==> config.mk <==
export PLATFORM = sky130hd
export DESIGN_NAME = iob_regfile_np
export DESIGN_NICKNAME = d
export VERILOG_FILES = /design/src/rtl/iob_regfile_np.sv
export SDC_FILE = /design/constraint.sdc
export NUM_CORES = 1
export LEC_CHECK = 0
export CORE_AREA = 2 2 261 263
export DETAILED_ROUTE_END_ITERATION = 12
export DIE_AREA = 0 0 263 265
export GPL_ROUTABILITY_DRIVEN = 0
export SYNTH_ARGS = -nofsm -noshare
export SYNTH_HDL_FRONTEND = slang
export SYNTH_SLANG_ARGS = --single-unit
==> constraint.sdc <==
create_clock -name clk_i -period 2.4 [get_ports clk_i]
set_input_delay 0.36 -clock clk_i [delete_from_list [all_inputs] [get_ports clk_i]]
set_output_delay 0.36 -clock clk_i [all_outputs]
set_load 0.02 [all_outputs]
==> src/rtl/iob_regfile_np.sv <==
// iob_regfile_np: multi-read-port register file.
// Features: one byte-strobed write port, N_RD independent read ports,
// per-entry valid bits, and a sequential clear sweep that zeroes the array
// one entry per enabled cycle instead of resetting every flop at once.
module iob_regfile_np #(
  parameter int ADDR_W = 3,
  parameter int DATA_W = 32,
  parameter int N_RD   = 2,
  parameter int RD_REG = 1,
  parameter int BYPASS = 1
) (
  input  logic                     clk_i,
  input  logic                     rst_n_i,
  input  logic                     cke_i,
  input  logic                     clr_i,
  output logic                     busy_o,
  input  logic                     wen_i,
  input  logic [DATA_W/8-1:0]      wstrb_i,
  input  logic [ADDR_W-1:0]        waddr_i,
  input  logic [DATA_W-1:0]        wdata_i,
  input  logic [N_RD*ADDR_W-1:0]   raddr_i,
  output logic [N_RD*DATA_W-1:0]   rdata_o,
  output logic [N_RD-1:0]          rvalid_o
);

  localparam int DEPTH = 2**ADDR_W;
  localparam int NB    = DATA_W/8;

  typedef enum logic {
    IDLE,
    CLEAR
  } state_t;

  state_t              state, state_n;
  logic [ADDR_W-1:0]   cnt, cnt_n;
  logic [DATA_W-1:0]   mem [DEPTH];
  logic [DEPTH-1:0]    valid;

  logic                busy;
  logic                wr_acc;
  logic                wr_set;
  logic                clr_step;

  logic [N_RD*DATA_W-1:0] rd_comb;
  logic [N_RD-1:0]        rv_comb;
  logic [ADDR_W-1:0]      ra;
  logic                   hit;

  assign busy     = (state == CLEAR);
  assign busy_o   = busy;
  // A write is dropped while the sweep owns the array or during reset.
  assign wr_acc   = rst_n_i & cke_i & wen_i & ~busy;
  assign wr_set   = wr_acc & (|wstrb_i);
  // The sweep only advances on enabled cycles outside reset, so a reset
  // mid-sweep leaves the entry under the counter untouched.
  assign clr_step = rst_n_i & cke_i & busy;

  // Next-state logic for the clear sweep; cke_i low holds everything.
  always_comb begin
    state_n = state;
    cnt_n   = cnt;
    case (state)
      IDLE: begin
        if (cke_i && clr_i) begin
          state_n = CLEAR;
          cnt_n   = '0;
        end
      end
      CLEAR: begin
        if (cke_i) begin
          if (cnt == ADDR_W'(DEPTH - 1)) begin
            state_n = IDLE;
            cnt_n   = '0;
          end else begin
            cnt_n = cnt + 1'b1;
          end
        end
      end
      default: begin
        state_n = IDLE;
        cnt_n   = '0;
      end
    endcase
  end

  // Sweep state register and address counter.
  always_ff @(posedge clk_i) begin
    if (!rst_n_i) begin
      state <= IDLE;
      cnt   <= '0;
    end else begin
      state <= state_n;
      cnt   <= cnt_n;
    end
  end

  // Valid bits: cleared by reset or by the sweep, set by a non-empty write.
  always_ff @(posedge clk_i) begin
    if (!rst_n_i) begin
      valid <= '0;
    end else if (clr_step) begin
      valid[cnt] <= 1'b0;
    end else if (wr_set) begin
      valid[waddr_i] <= 1'b1;
    end
  end

  // Data array has no reset; the sweep zeroes it, writes merge per byte.
  always_ff @(posedge clk_i) begin
    if (clr_step) begin
      mem[cnt] <= '0;
    end else if (wr_acc) begin
      for (int j = 0; j < NB; j++) begin
        if (wstrb_i[j]) begin
          mem[waddr_i][j*8 +: 8] <= wdata_i[j*8 +: 8];
        end
      end
    end
  end

  // Per-port read mux with optional forwarding of the accepted write.
  always_comb begin
    rd_comb = '0;
    rv_comb = '0;
    ra      = '0;
    hit     = 1'b0;
    for (int k = 0; k < N_RD; k++) begin
      ra  = raddr_i[k*ADDR_W +: ADDR_W];
      hit = (BYPASS != 0) && wr_acc && (waddr_i == ra);
      rd_comb[k*DATA_W +: DATA_W] = mem[ra];
      for (int j = 0; j < NB; j++) begin
        if (hit && wstrb_i[j]) begin
          rd_comb[k*DATA_W + j*8 +: 8] = wdata_i[j*8 +: 8];
        end
      end
      rv_comb[k] = valid[ra] | (hit & (|wstrb_i));
    end
  end

  generate
    if (RD_REG != 0) begin : g_rd_reg
      logic [N_RD*DATA_W-1:0] rdata_q;
      logic [N_RD-1:0]        rvalid_q;

      // Registered read: one cycle of latency, frozen while cke_i is low.
      always_ff @(posedge clk_i) begin
        if (!rst_n_i) begin
          rdata_q  <= '0;
          rvalid_q <= '0;
        end else if (cke_i) begin
          rdata_q  <= rd_comb;
          rvalid_q <= rv_comb;
        end
      end

      assign rdata_o  = rdata_q;
      assign rvalid_o = rvalid_q;
    end else begin : g_rd_comb
      assign rdata_o  = rd_comb;
      assign rvalid_o = rv_comb;
    end
  endgenerate

endmodule

==> impl_metrics.csv <==
group,metric,value,unit
synthesis,syn_area_per_cell,16.0,um^2
final_layout,final_cell_mix,"288 x edfxtp_1, 128 x mux4_2, 102 x nor2_1",
synthesis,synth_area_leader_cell,"edfxtp_1",
routing,drt-initial-drc-count,922,
synthesis,synthAdderAreaFrac,0.151,%
floorplanning,rows,95,
cts,hold_buffers,0,
critical_path,critPathMaxStageDelay,0.54,ns
timing,fmax,429,MHz
synthesis,syn_inst,1037,
critical_path,worstPathBufferInverterCount,2,
cts,cts-buffers-inserted,40,
synthesis,synthMuxAreaShare,22.3,%
floorplanning,start_util,24.8,%
power_and_ir_drop,worst_ir_drop_vdd,0.399,mV
hold_path,hp-class,"in2reg",
place,post-place-ws,-0.403,ns
power_and_ir_drop,p_leak,0.00685,uW
place,io_buffers,116,
grt,grt_max_degree,76,
cts,htree_levels,2,
power_and_ir_drop,swShare,22.4,%
run_status,status,"finished clean",
routing,wl,45400,um
synthesis,seq_area_frac_synth,62.7,%
power_and_ir_drop,power_density,720,nW/um^2
cts,clock_path_buffers,3,
timing,layout_setup_ws,0.0707,ns
critical_path,rr_worst_depth,7,
synthesis,synth_top_area_share,52.3,%
cts,clkTransAtPathRegs,0.06,ns
synthesis,netlist_area,16500,um^2
cts,clkLatencyLatePin,0.55,ns
timing,setup_viol,0,
floorplanning,core-area,66800,um^2
routing,wl_per_cell,21.5,um
power_and_ir_drop,internal_power,11500,uW
final_layout,syn_to_final_growth,24.2,%
timing,rsz0062_at_grt,"false",
floorplanning,die_y,265,um
synthesis,synth_warnings,0,
routing,antenna_left,0,
critical_path,critPathArrivalTime,1.97,ns
timing,slew_headroom,46.7,%
power_and_ir_drop,netSwitchingPower,3320,uW
power_and_ir_drop,clockPowerShare,42.4,%
critical_path,r2r_slack,0.22,ns
synthesis,synth_compound_area_share,6.69,%
final_layout,drive_above_1_share,31.0,%
cts,cts_tree,"yes",
grt,track_usage,13.0,%
critical_path,cp_max_fo,8,
synthesis,ys_seq_elements,374,
cts,cts_root_buf,"clkbuf_16",
synthesis,synthSimpleGateAreaFrac,5.48,%
grt,antenna_found_initial,1,
hold_path,holdPathEnd,"valid[7]",
timing,min_period,2.33,ns
critical_path,crit_required,2.04,ns
routing,vias,10129,
cts,clkSinkCount,374,
floorplanning,dieArea,69700,um^2
timing,worstMarginPinSlew,0.799,ns
synthesis,synth_nets,1089,
timing,setup-tns-final,0,ns
timing,slew_violations,0,
hold_path,whs_path_depth,3,
synthesis,synth-edff-count,288,
final_layout,layout_commonest_cell,"edfxtp_1",
flow_run,cap_violations,0,
final_layout,final_area,20600,um^2
critical_path,cp-end-kind,"output port",
final_layout,fin_util,30.8,%
power_and_ir_drop,pwr-share-comb,9.1,%
synthesis,ys_types,49,
synthesis,synth-async-reset-ratio,0,%
final_layout,diodes,0,
power_and_ir_drop,seq_power_share,48.5,%
grt,grt_pass1_vias,10624,
critical_path,critPathTopFamily,"buffers and inverters",
hold_path,hp-start,"rst_n_i",
timing,period_share,97.1,%
critical_path,cp_cell_sequence,"buf_4 > mux2_2 > clkdlybuf4s50_1",
timing,clock_skew,0.0147,ns
place,place_area,19300,um^2
routing,dr.pass1.iters,5,
routing,via_per_inst,4.80,
routing,drc,0,
critical_path,startpoint_type,"register",
critical_path,r2r-start,"busy_o",
synthesis,ys_top_cells_by_area,"edfxtp_1 52%, mux4_2 17%, dfxtp_1 10%, mux2_2 4.5%, o22ai_1 2.4%",
timing,hold_viol,0,
floorplanning,dieWidth,263,um
critical_path,critPathSlowestCell,"clkdlybuf4s50_1",
place,place_hpwl,32300,um
critical_path,critPathKind,"reg2out",
critical_path,r2r-end,"mem[3][8]",
floorplanning,ios,117,
final_layout,fillers,6568,
final_layout,layout.nets,1257,
synthesis,synth_top_family_by_area,"multiplexers",
grt,grt_pass1_wl,68400,um
synthesis,synth_xor_xnor_area_share,0.318,%
grt,overflow,0,
synthesis,synth_flop_cell,"edfxtp_1",
[worst max-delay path by stage]
stage	cells after the start	slack, ns	to	startpoint
CTS	3	0.0007	rdata_o[28]	register
global placement	5	-0.32	mem[5][29]	wstrb_i[0]
detailed placement	5	-0.40	mem[5][29]	wstrb_i[0]
finish	3	0.07	rdata_o[27]	register
global route	3	0.0004	rdata_o[27]	register
floorplan	6	0.22	mem[6][0]	cke_i
[layout make-up]
cell class                      instances  area, um^2  share of cell area, %
Clock buffer                           53        1100                   5.36
Clock inverter                         21         243                   1.18
Inverter                                2        7.51                 0.0365
Multi-Input combinational cell        571        5780                   28.1
Sequential cell                       374       10400                   50.4
Tap cell                              873        1090                   5.31
Timing Repair Buffer                  216        1970                   9.57
[kinds of logic (layout without fill, tap and decap cells)]
group | Yosys count | count (layout)
buffers and inverters | 92 | 292
adder cells (fa/ha/maj) | 2 | 2
AO/OA/AOI/OAI | 174 | 174
flip-flops | 374 | 374
multiplexers | 200 | 200
AND/OR/NAND/NOR | 189 | 189
XOR/XNOR | 6 | 6
[timing repair]
| item | in CTS | in global routing |
|---|---|---|
| gates resized for setup | 58 | 4 |
| setup buffers | 0 | 0 |
| endpoints found under the setup margin | 56 | 4 |
[synthesized netlist by cell type (3+ instances only)]
master and instances:
edfxtp_1 288, mux4_2 128, nor2_1 102, dfxtp_1 86, o21ai_0 72, mux2_2 66, o22ai_1 64, clkbuf_1 57
and3_1 30, buf_2 20, nand2_1 19, a21boi_0 7, buf_1 7, a22o_1 6, mux2i_1 6, nor2b_1 6
xnor2_1 6, nand3_1 5, or2_2 5, a21oi_1 4, a32oi_1 4, buf_4 4, nand2b_1 4, and2_1 3
[layer usage]
layer	part of all wire (%)	wire [um]	global-route usage (%)
met3	9.0	4110	4.36
met1	46	20900	18.6
met4	1.4	620	2.52
met2	44	19800	19.0
met5	0.029	13	0
[worst min-delay path: stages]
cell    delay, ns
buf_2        0.15
buf_4        0.23
o21a_1       0.13
[power by group through the flow]
| stage | sequential [uW] | clock [uW] | combinational, uW |
|---|---|---|---|
| after global placement | 7300 | 0 | 1400 |
| after global routing | 7190 | 6670 | 1450 |
| after floorplan | 7290 | 0 | 791 |
| final | 7180 | 6280 | 1350 |
| after detailed placement | 7310 | 0 | 1410 |
| after CTS | 7180 | 6400 | 1360 |
[per-stage QoR]
| step | cells | total power, uW | hold slack [ns] |
|---|---|---|---|
| floorplan | 1037 | 8080 | 0.459 |
| global placement | 2036 | 8710 | 0.466 |
| detailed placement | 2036 | 8730 | 0.473 |
| CTS | 2110 | 14900 | 0.360 |
| global route | 2110 | 15300 | 0.397 |
| finish | 2110 | 14800 | 0.385 |
Note: power is estimated with default switching activity, not from simulation.
